$ cat src/rtl/core_pkg.sv
// Shared types and constants for the 16-bit MIPS core pipeline.
// Holds the opcode/instruction typedefs, the fetch FSM states and the fetch queue entry layout.
package core_pkg;

    typedef logic [2:0]  opcode_t;
    typedef logic [15:0] instr_t;

    localparam opcode_t OPC_ADD  = 3'b000;
    localparam opcode_t OPC_SUB  = 3'b001;
    localparam opcode_t OPC_AND  = 3'b010;
    localparam opcode_t OPC_OR   = 3'b011;
    localparam opcode_t OPC_SLT  = 3'b100;
    localparam opcode_t OPC_LW   = 3'b101;
    localparam opcode_t OPC_SW   = 3'b110;
    localparam opcode_t OPC_ADDI = 3'b111;

    localparam logic [15:0] PC_STEP = 16'd2;

    typedef enum logic [1:0] {
        ST_RUN    = 2'd0,
        ST_DRAIN  = 2'd1,
        ST_HALTED = 2'd2
    } fetch_state_t;

    typedef struct packed {
        logic [15:0] pc;
        instr_t      instr;
    } fetch_entry_t;

endpackage

$ cat src/rtl/fetch_queue.sv
// Small shift-register FIFO of {pc, instr} entries; head is always entry 0.
// Flush wins over push and pop; the producer is responsible for never pushing when full.
module fetch_queue
    import core_pkg::*;
#(
    parameter int DEPTH = 2,
    parameter int CW    = $clog2(DEPTH + 1)
) (
    input  logic         clk,
    input  logic         reset_n,
    input  logic         push,
    input  logic         pop,
    input  logic         flush,
    input  fetch_entry_t push_data,
    output fetch_entry_t head,
    output logic [CW-1:0] count
);

    fetch_entry_t  mem [DEPTH];
    logic [CW-1:0] wr_idx;

    // A simultaneous pop shifts everything down, so the new entry lands one slot lower.
    assign wr_idx = count - CW'(pop);
    assign head   = mem[0];

    always_ff @(posedge clk or negedge reset_n) begin
        if (!reset_n) begin
            count <= '0;
            for (int i = 0; i < DEPTH; i++) begin
                mem[i] <= '0;
            end
        end else if (flush) begin
            count <= '0;
        end else begin
            if (pop) begin
                for (int i = 0; i < DEPTH - 1; i++) begin
                    mem[i] <= mem[i+1];
                end
            end
            for (int i = 0; i < DEPTH; i++) begin
                if (push && (wr_idx == CW'(i))) begin
                    mem[i] <= push_data;
                end
            end
            count <= count + CW'(push) - CW'(pop);
        end
    end

endmodule

$ cat src/rtl/instr_fetch_unit.sv
// Fetch stage: owns the PC, reads a 1-cycle-latency instruction memory and hands instructions to decode.
// Define IF_PERF_CNT_EN to add the saturating perf_fetch_cnt / perf_bubble_cnt outputs.
module instr_fetch_unit
    import core_pkg::*;
#(
    parameter logic [15:0] RESET_PC = 16'h0000,
    parameter int          QDEPTH   = 2
) (
    input  logic        clk,
    input  logic        reset_n,
    output logic        imem_rd_en,
    output logic [15:0] imem_addr,
    input  logic [15:0] imem_rdata,
    input  logic        redirect_valid,
    input  logic [15:0] redirect_pc,
    input  logic        halt_req,
    input  logic        id_ready,
    output logic        if_valid,
    output logic [15:0] if_instr,
    output logic [2:0]  if_opcode,
    output logic [15:0] if_pc,
    output logic [15:0] if_pc_plus2,
    output logic        halted
`ifdef IF_PERF_CNT_EN
    ,
    output logic [15:0] perf_fetch_cnt,
    output logic [15:0] perf_bubble_cnt
`endif
);

    localparam int CW = $clog2(QDEPTH + 1);

    fetch_state_t  state, state_next;
    logic [15:0]   fetch_pc, inflight_pc;
    logic          inflight, inflight_epoch, epoch;
    logic [CW-1:0] q_count;
    logic [CW:0]   credit_used;
    logic          q_push, q_pop, issue;
    fetch_entry_t  q_head, push_entry;

    assign if_valid = (q_count != '0);
    assign q_pop    = if_valid & id_ready;

    // A slot being popped this cycle is already free for the fetch issued now, giving 1 instr/cycle.
    assign credit_used = {1'b0, q_count} - (CW+1)'(q_pop) + (CW+1)'(inflight);
    assign issue = reset_n & (state == ST_RUN) & ~redirect_valid & ~halt_req
                 & (credit_used < (CW+1)'(QDEPTH));

    assign imem_rd_en = issue;
    assign imem_addr  = fetch_pc;

    assign q_push           = inflight & (inflight_epoch == epoch) & ~redirect_valid;
    assign push_entry.pc    = inflight_pc;
    assign push_entry.instr = imem_rdata;

    fetch_queue #(.DEPTH(QDEPTH), .CW(CW)) u_queue (
        .clk       (clk),
        .reset_n   (reset_n),
        .push      (q_push),
        .pop       (q_pop),
        .flush     (redirect_valid),
        .push_data (push_entry),
        .head      (q_head),
        .count     (q_count)
    );

    assign if_instr    = if_valid ? q_head.instr : '0;
    assign if_pc       = if_valid ? q_head.pc : '0;
    assign if_pc_plus2 = if_valid ? (q_head.pc + PC_STEP) : '0;
    assign if_opcode   = if_instr[15:13];
    assign halted      = (state == ST_HALTED);

    always_comb begin
        state_next = state;
        case (state)
            ST_RUN:    if (halt_req && !redirect_valid) state_next = ST_DRAIN;
            ST_DRAIN:  if (redirect_valid || !halt_req) state_next = ST_RUN;
                       else if (!inflight)              state_next = ST_HALTED;
            ST_HALTED: if (redirect_valid || !halt_req) state_next = ST_RUN;
            default:   state_next = ST_RUN;
        endcase
    end

    // Redirect toggles the epoch so a response already on its way is recognised as stale.
    always_ff @(posedge clk or negedge reset_n) begin
        if (!reset_n) begin
            state          <= ST_RUN;
            fetch_pc       <= RESET_PC;
            inflight       <= 1'b0;
            inflight_pc    <= '0;
            inflight_epoch <= 1'b0;
            epoch          <= 1'b0;
        end else begin
            state    <= state_next;
            inflight <= issue;
            if (issue) begin
                inflight_pc    <= fetch_pc;
                inflight_epoch <= epoch;
            end
            if (redirect_valid) begin
                fetch_pc <= redirect_pc & 16'hFFFE;
                epoch    <= ~epoch;
            end else if (issue) begin
                fetch_pc <= fetch_pc + PC_STEP;
            end
        end
    end

`ifdef IF_PERF_CNT_EN
    always_ff @(posedge clk or negedge reset_n) begin
        if (!reset_n) begin
            perf_fetch_cnt  <= '0;
            perf_bubble_cnt <= '0;
        end else begin
            if (q_pop && (perf_fetch_cnt != 16'hFFFF)) begin
                perf_fetch_cnt <= perf_fetch_cnt + 16'd1;
            end
            if (id_ready && !if_valid && (state == ST_RUN) && (perf_bubble_cnt != 16'hFFFF)) begin
                perf_bubble_cnt <= perf_bubble_cnt + 16'd1;
            end
        end
    end
`endif

endmodule

$ cat config.mk
export PLATFORM = sky130hd
export DESIGN_NAME = instr_fetch_unit
export DESIGN_NICKNAME = d
export VERILOG_FILES = /design/src/rtl/core_pkg.sv /design/src/rtl/fetch_queue.sv /design/src/rtl/instr_fetch_unit.sv
export SDC_FILE = /design/constraint.sdc
export NUM_CORES = 1
export LEC_CHECK = 0
export ABC_AREA = 1
export CORE_ASPECT_RATIO = 1.75
export CORE_UTILIZATION = 27
export DETAILED_ROUTE_END_ITERATION = 10
export GPL_ROUTABILITY_DRIVEN = 0
export PLACE_DENSITY = 0.48
export SLEW_MARGIN = 20
export SYNTH_ARGS = -nofsm -noshare
export SYNTH_HDL_FRONTEND = slang
export SYNTH_SLANG_ARGS = --single-unit
$ cat constraint.sdc
create_clock -name clk -period 4.1 [get_ports clk]
set_clock_uncertainty 0.1 [all_clocks]
set_input_delay 1.23 -clock clk [delete_from_list [all_inputs] [get_ports clk]]
set_output_delay 1.23 -clock clk [all_outputs]
set_load 0.005 [all_outputs]
==> results_dict.tcl, run 1 <==
set metrics [dict create \
    final_nets 942 \
    grt_max_degree 64 \
    cts-root-buf "clkbuf_16" \
    ctsHoldBuffers 0 \
    antenna_found_initial 0 \
    reg2reg_from "u_queue.count[1]" \
    peakVddDrop_v 0.000209 \
    route.vias.total 5002 \
    worst-endpoint-required_ns 2.77 \
    die_h_um 188 \
    drv_cap 0 \
    clk_latency_ns 0.35 \
    crit_path_top_delay_cell "fa_1" \
    yosysSeqAreaShare_pct 46.3 \
    io_buffers 102 \
    slew_headroom_pct 43.0 \
    worst_pin_slew_ns 0.855 \
    layout.cells.non_filler 1146 \
    synthCells 762 \
    dieArea_um2 20400 \
    worstPathMaxFanout 2 \
    powerDensity_nw_per_um2 323 \
    rrSetupSlack_ns 0.73 \
    power_frac_comb_pct 14.1 \
    internal-power_uw 1690 \
    rsz0062_at_grt "false" \
    dp_hpwl_mm 9.82 \
    cp-startpoint "id_ready" \
    io_pins 107 \
    antenna_cells 0 \
    htree_levels 3 \
    avgSynthCellArea_um2 7.02 \
    holdCritPathClass "flip-flop to flip-flop" \
    path_buf_inv 4 \
    status "completed" \
    p_sw_uw 653 \
    max_freq_ghz 0.252 \
    cts_tree "done" \
    period_share_pct 96.9 \
    end_kind "output pin" \
    synth-seq-cells 99 \
    vias_per_cell 4.36 \
    syn_area_um2 5350 \
    post-route-util_pct 37.6 \
    die_x_um 108 \
    ys_types 30 \
    rows 67 \
    worst_path_largest_cell_delay_ns 0.49 \
    wire_per_inst_um 13.0 \
    synthToLayoutAreaGrowth_pct 35.7 \
    clk_path_buf_depth 2 \
    crit_type "input pin to output pin" \
    ant_nets 0 \
    reg2regPathDepth 20 \
    grt_pass1_wl_mm 25.2 \
    start_kind "input pin" \
    yosysWarnings 0 \
    p_seq_share_pct 48.9 \
    place_area_um2 6610 \
    fin_area_um2 7260 \
    setup_viol 0 \
    crit_arrival_ns 2.64 \
    drive_gt1_share_pct 10.8 \
    postRouteWirelength_mm 14.9 \
    clockPowerShare_pct 37.0 \
    cpLargestDelayFamily "simple AND/OR/NAND/NOR gates" \
    track_usage_pct 15.6 \
    finalMaxSlewViolations 0 \
    grt-ovfl-total 0 \
    initial_core_util_pct 27.7 \
    drtPass1Iterations 4 \
    cts.sinks 99 \
    path_clk_slew_ns 0.07 \
    leakage_uw 0.00364 \
    final_hold_viol_count 0 \
    swShare_pct 27.9 \
    placed_cells 1084 \
    min_period_ns 3.97 \
    crit_end "imem_rd_en" \
    core-area_um2 19300 \
    remaining_drc_errors 0 \
    path_common_cell "nand2_1" \
    cp_cell_sequence "clkbuf_2, inv_2, nand2_2, nand2_2, nand2_1, fa_1, nand2_1, nor3_2, nand2_1, inv_2, clkdlybuf4s15_2" \
    cts_buffers 9 \
    crit_cells 11 \
    dr.first_iter.drc_count 256 \
    grt_pass1_vias 4950 \
    r2r_end "imem_addr[2]" \
]
[logic make-up after synthesis]
family                     Yosys count  synth area share [%]
AOI/OAI and AO/OA                   99                  9.47
xor gates and xnor gates             6                 0.982
adders and majority gates            5                  1.31
buffers and inverters              112                  9.07
DFF                                 99                  46.3
other                                1                0.0701
and+or+nand+nor                    440                  32.8
[per-layer routing]
metal  share of wire, %  GRT usage (%)  vias to the layer above
met2                 51           27.4                      102
met3                3.3           2.08                       14
li1                   -              -                     2621
met1                 45           19.3                     2265
met4                1.5           5.35                        0
met5                  0              0                        -
[power groups by stage]
stage	Sequential, uW	Clock (uW)	Combinational (uW)
floorplan	1140	0	167
global placement	1160	0	308
detailed placement	1170	0	309
CTS	1150	894	337
global route	1160	933	380
finish	1150	867	331
[through the flow]
| step | setup WS, ns | setup TNS (ns) | power, uW | hold WS, ns |
|---|---|---|---|---|
| floorplan | 0.105 | 0 | 1310 | 0.331 |
| global placement | -0.538 | -0.538 | 1470 | 0.365 |
| detailed placement | -0.565 | -0.565 | 1470 | 0.368 |
| CTS | 0.000967 | 0 | 2380 | 0.377 |
| global route | 0.0731 | 0 | 2470 | 0.399 |
| finish | 0.126 | 0 | 2340 | 0.369 |
[worst min path at each step]
stage               cells after the start        startpoint  slack, ns               end
detailed placement                      1          state[1]       0.37          state[0]
finish                                  1          state[1]       0.37          state[0]
CTS                                     1          state[1]       0.38          state[0]
global placement                        2  u_queue.head[30]       0.36  u_queue.head[30]
global route                            1          state[1]       0.40          state[0]
floorplan                               1          state[1]       0.33          state[0]
[what timing repair did]
action | 4_1_cts | 5_1_grt
resized for setup | 5 | 8
pin swaps | 4 | 2
buffers inserted | 48 | 0
cloned | 0 | 0
endpoints found under the setup margin | 1 | 87
[synth_stat cells, drive strengths merged]
cell    count  area [um^2]
a21oi      10         50.1
fa          1         20.0
dfrtp      99         2480
a21boi      1         7.51
inv        69          259
buf        25          159
a211oi      1         7.51
xnor2       2         17.5
nand2     316         1190
nand3      42          220
o21ai      86          434
clkinv      1         3.75
ha          4         50.1
nand4       3         18.8
conb        1         3.75
xor2        4         35.0
a22oi       1         7.51
nor2       74          304
clkbuf     17         63.8
nor3        5         25.0
[registers in the layout, summed over array words and instances, names as in the netlist]
register,cells
state,2
u_queue.head,31
epoch,1
imem_addr,15
inflight_pc,15
u_queue.mem,31
inflight_epoch,1
u_queue.count,2
inflight,1
[final cells by class]
type	count	area [um^2]
Tap cell	241	302
Inverter	70	263
Fill cell	2079	12000
Clock buffer	10	229
Timing Repair Buffer	167	1510
Clock inverter	6	66.3
Sequential cell	99	2480
Multi-Input combinational cell	553	2410
[cell usage in the layout (no fill, tap or decap), types with 9 or more instances in the layout]
cell type,instances
a21oi_1,10
buf_4,65
clkbuf_16,9
clkdlybuf4s50_1,99
dfrtp_1,99
inv_1,66
nand2_1,313
nand3_1,39
nor2_1,70
o21ai_0,84
Note: power is estimated with default switching activity, not from simulation.
==> run 2, diff against run 1 <==
CORE_UTILIZATION = 35   (was 27)
PLACE_DENSITY = 0.59   (was 0.48)
==> results_dict.tcl, run 2 (synthesis results as in run 1) <==
set metrics [dict create \
    wire_per_inst_um 12.9 \
    clk_latency_ns 0.34 \
    peakVddDrop_v 0.000191 \
    path_buf_inv 22 \
    rrSetupSlack_ns 1.66 \
    htree_levels 3 \
    holdCritPathClass "flip-flop to flip-flop" \
    worst-endpoint-required_ns 4.29 \
    crit_path_top_delay_cell "buf_12" \
    final_cell_mix "nand2_1 (301), dfrtp_1 (99), clkdlybuf4s50_1 (99), o21ai_0 (84), nor2_1 (68)" \
    r2r_end "imem_addr[2]" \
    multi_input_area_um2 2480 \
    drv_cap 0 \
    fin_area_um2 7170 \
    drtPass1Iterations 4 \
    setup_viol 0 \
    die_h_um 166 \
    seqCellArea_um2 2480 \
    die_x_um 95.5 \
    ant_nets 0 \
    antenna_found_initial 0 \
    grt-ovfl-total 0 \
    cts_tree "done" \
    grt_pass1_wl_mm 22.6 \
    cts.sinks 99 \
    place_area_um2 6530 \
    power_frac_comb_pct 13.8 \
    io_pins 107 \
    worstPathMaxFanout 8 \
    cpLargestDelayFamily "buffers and inverters" \
    slew_headroom_pct 53.0 \
    layout.cells.non_filler 1063 \
    final_common_cell "nand2_1" \
    internal-power_uw 1780 \
    placed_cells 1025 \
    crit_arrival_ns 4.22 \
    clockPowerShare_pct 38.7 \
    worst_path_largest_cell_delay_ns 0.15 \
    synthToLayoutAreaGrowth_pct 34.0 \
    final_nets 917 \
    track_usage_pct 18.5 \
    p_sw_uw 628 \
    min_path_cells 1 \
    reg2reg_from "u_queue.count[1]" \
    cts-root-buf "clkbuf_16" \
    reg2regPathDepth 12 \
    antenna_cells 0 \
    remaining_drc_errors 0 \
    powerDensity_nw_per_um2 336 \
    max_freq_ghz 0.248 \
    cts_buffers 9 \
    clk_path_buf_depth 2 \
    end_kind "flip-flop" \
    dieArea_um2 15800 \
    grt_pass1_vias 4580 \
    leakage_uw 0.00364 \
    vias_per_cell 4.65 \
    postRouteWirelength_mm 13.8 \
    path_common_cell "buf_4" \
    min_period_ns 4.03 \
    status "completed" \
    drive_gt1_share_pct 9.66 \
    rows 59 \
    dr.first_iter.drc_count 400 \
    holdPathEnd "state[0]" \
    core-area_um2 14900 \
    io_buffers 102 \
    initial_core_util_pct 35.9 \
    final_hold_viol_count 0 \
    nFillCells 1556 \
    p_seq_share_pct 47.5 \
    start_kind "input pin" \
    swShare_pct 26.1 \
    period_share_pct 98.3 \
    worst_pin_slew_ns 0.706 \
    hp-start "state[1]" \
    route.vias.total 4941 \
    grt_max_degree 65 \
    finalMaxSlewViolations 0 \
    dp_hpwl_mm 8.97 \
    ctsHoldBuffers 0 \
    crit_type "input pin to flip-flop" \
    path_clk_slew_ns 0.07 \
]
-- run 2: area by class of cell --
cell class | instances | share of cell area (%)
sequential | 99 | 34.6
clock inverter | 4 | 1.01
tap | 183 | 3.19
inverter | 70 | 3.66
multi-input combinational | 553 | 34.6
timing repair buffer | 142 | 19.4
clock buffer | 12 | 3.58
-- run 2: per-stage QoR --
stage               power [uW]  hold slack (ns)  setup WS, ns  setup TNS [ns]  utilization [%]
finish                    2410            0.369        0.0683               0             48.1
CTS                       2430            0.372        0.0337               0             47.7
detailed placement        1470            0.362        -0.581          -0.581             43.8
floorplan                 1310            0.331         0.105               0                -
global route              2520            0.393       -0.0161         -0.0320             48.1
global placement          1460            0.355        -0.543          -0.543             43.8
-- run 2: worst max path at each step --
stage,startpoint,endpoint,slack (ns),depth (start not counted)
after CTS,id_ready,u_queue.head[7],0.03,28
after detailed placement,id_ready,imem_rd_en,-0.58,11
after floorplan,id_ready,imem_rd_en,0.11,10
final,id_ready,u_queue.head[18],0.07,27
after global routing,id_ready,u_queue.head[1],-0.02,27
after global placement,id_ready,imem_rd_en,-0.54,11
-- run 2: worst reg2reg max path, stage by stage, from the launching register on --
cell	delay, ns
dfrtp_1	0.49
nand3_2	0.11
nand2_1	0.09
nand2_1	0.07
fa_1	0.51
nand2_1	0.07
nor3_2	0.14
nand2_1	0.09
buf_4	0.26
nand2_1	0.16
inv_1	0.10
nand2_1	0.07
nand3_1	0.06
-- run 2: what timing repair did --
item,4_1_cts,5_1_grt
pin swaps,6,7
buffers inserted,22,1
cloned,2,1
setup endpoints to repair,1,32
gates resized for setup,19,29
hold endpoints to repair,0,0
-- run 2: metal layers --
| layer | track usage, % | routed length [um] | vias up |
|---|---|---|---|
| met5 | 0 | 0 | - |
| met4 | 7.73 | 313 | 0 |
| met3 | 2.11 | 394 | 17 |
| met2 | 31.8 | 7100 | 109 |
| met1 | 23.0 | 5950 | 2240 |
| li1 | - | - | 2575 |
-- run 2: power by group through the flow --
stage | Clock, uW | Combinational (uW) | Sequential, uW
finish | 933 | 333 | 1140
global route | 990 | 375 | 1160
CTS | 954 | 331 | 1150
detailed placement | 0 | 306 | 1160
global placement | 0 | 302 | 1160
floorplan | 0 | 167 | 1140
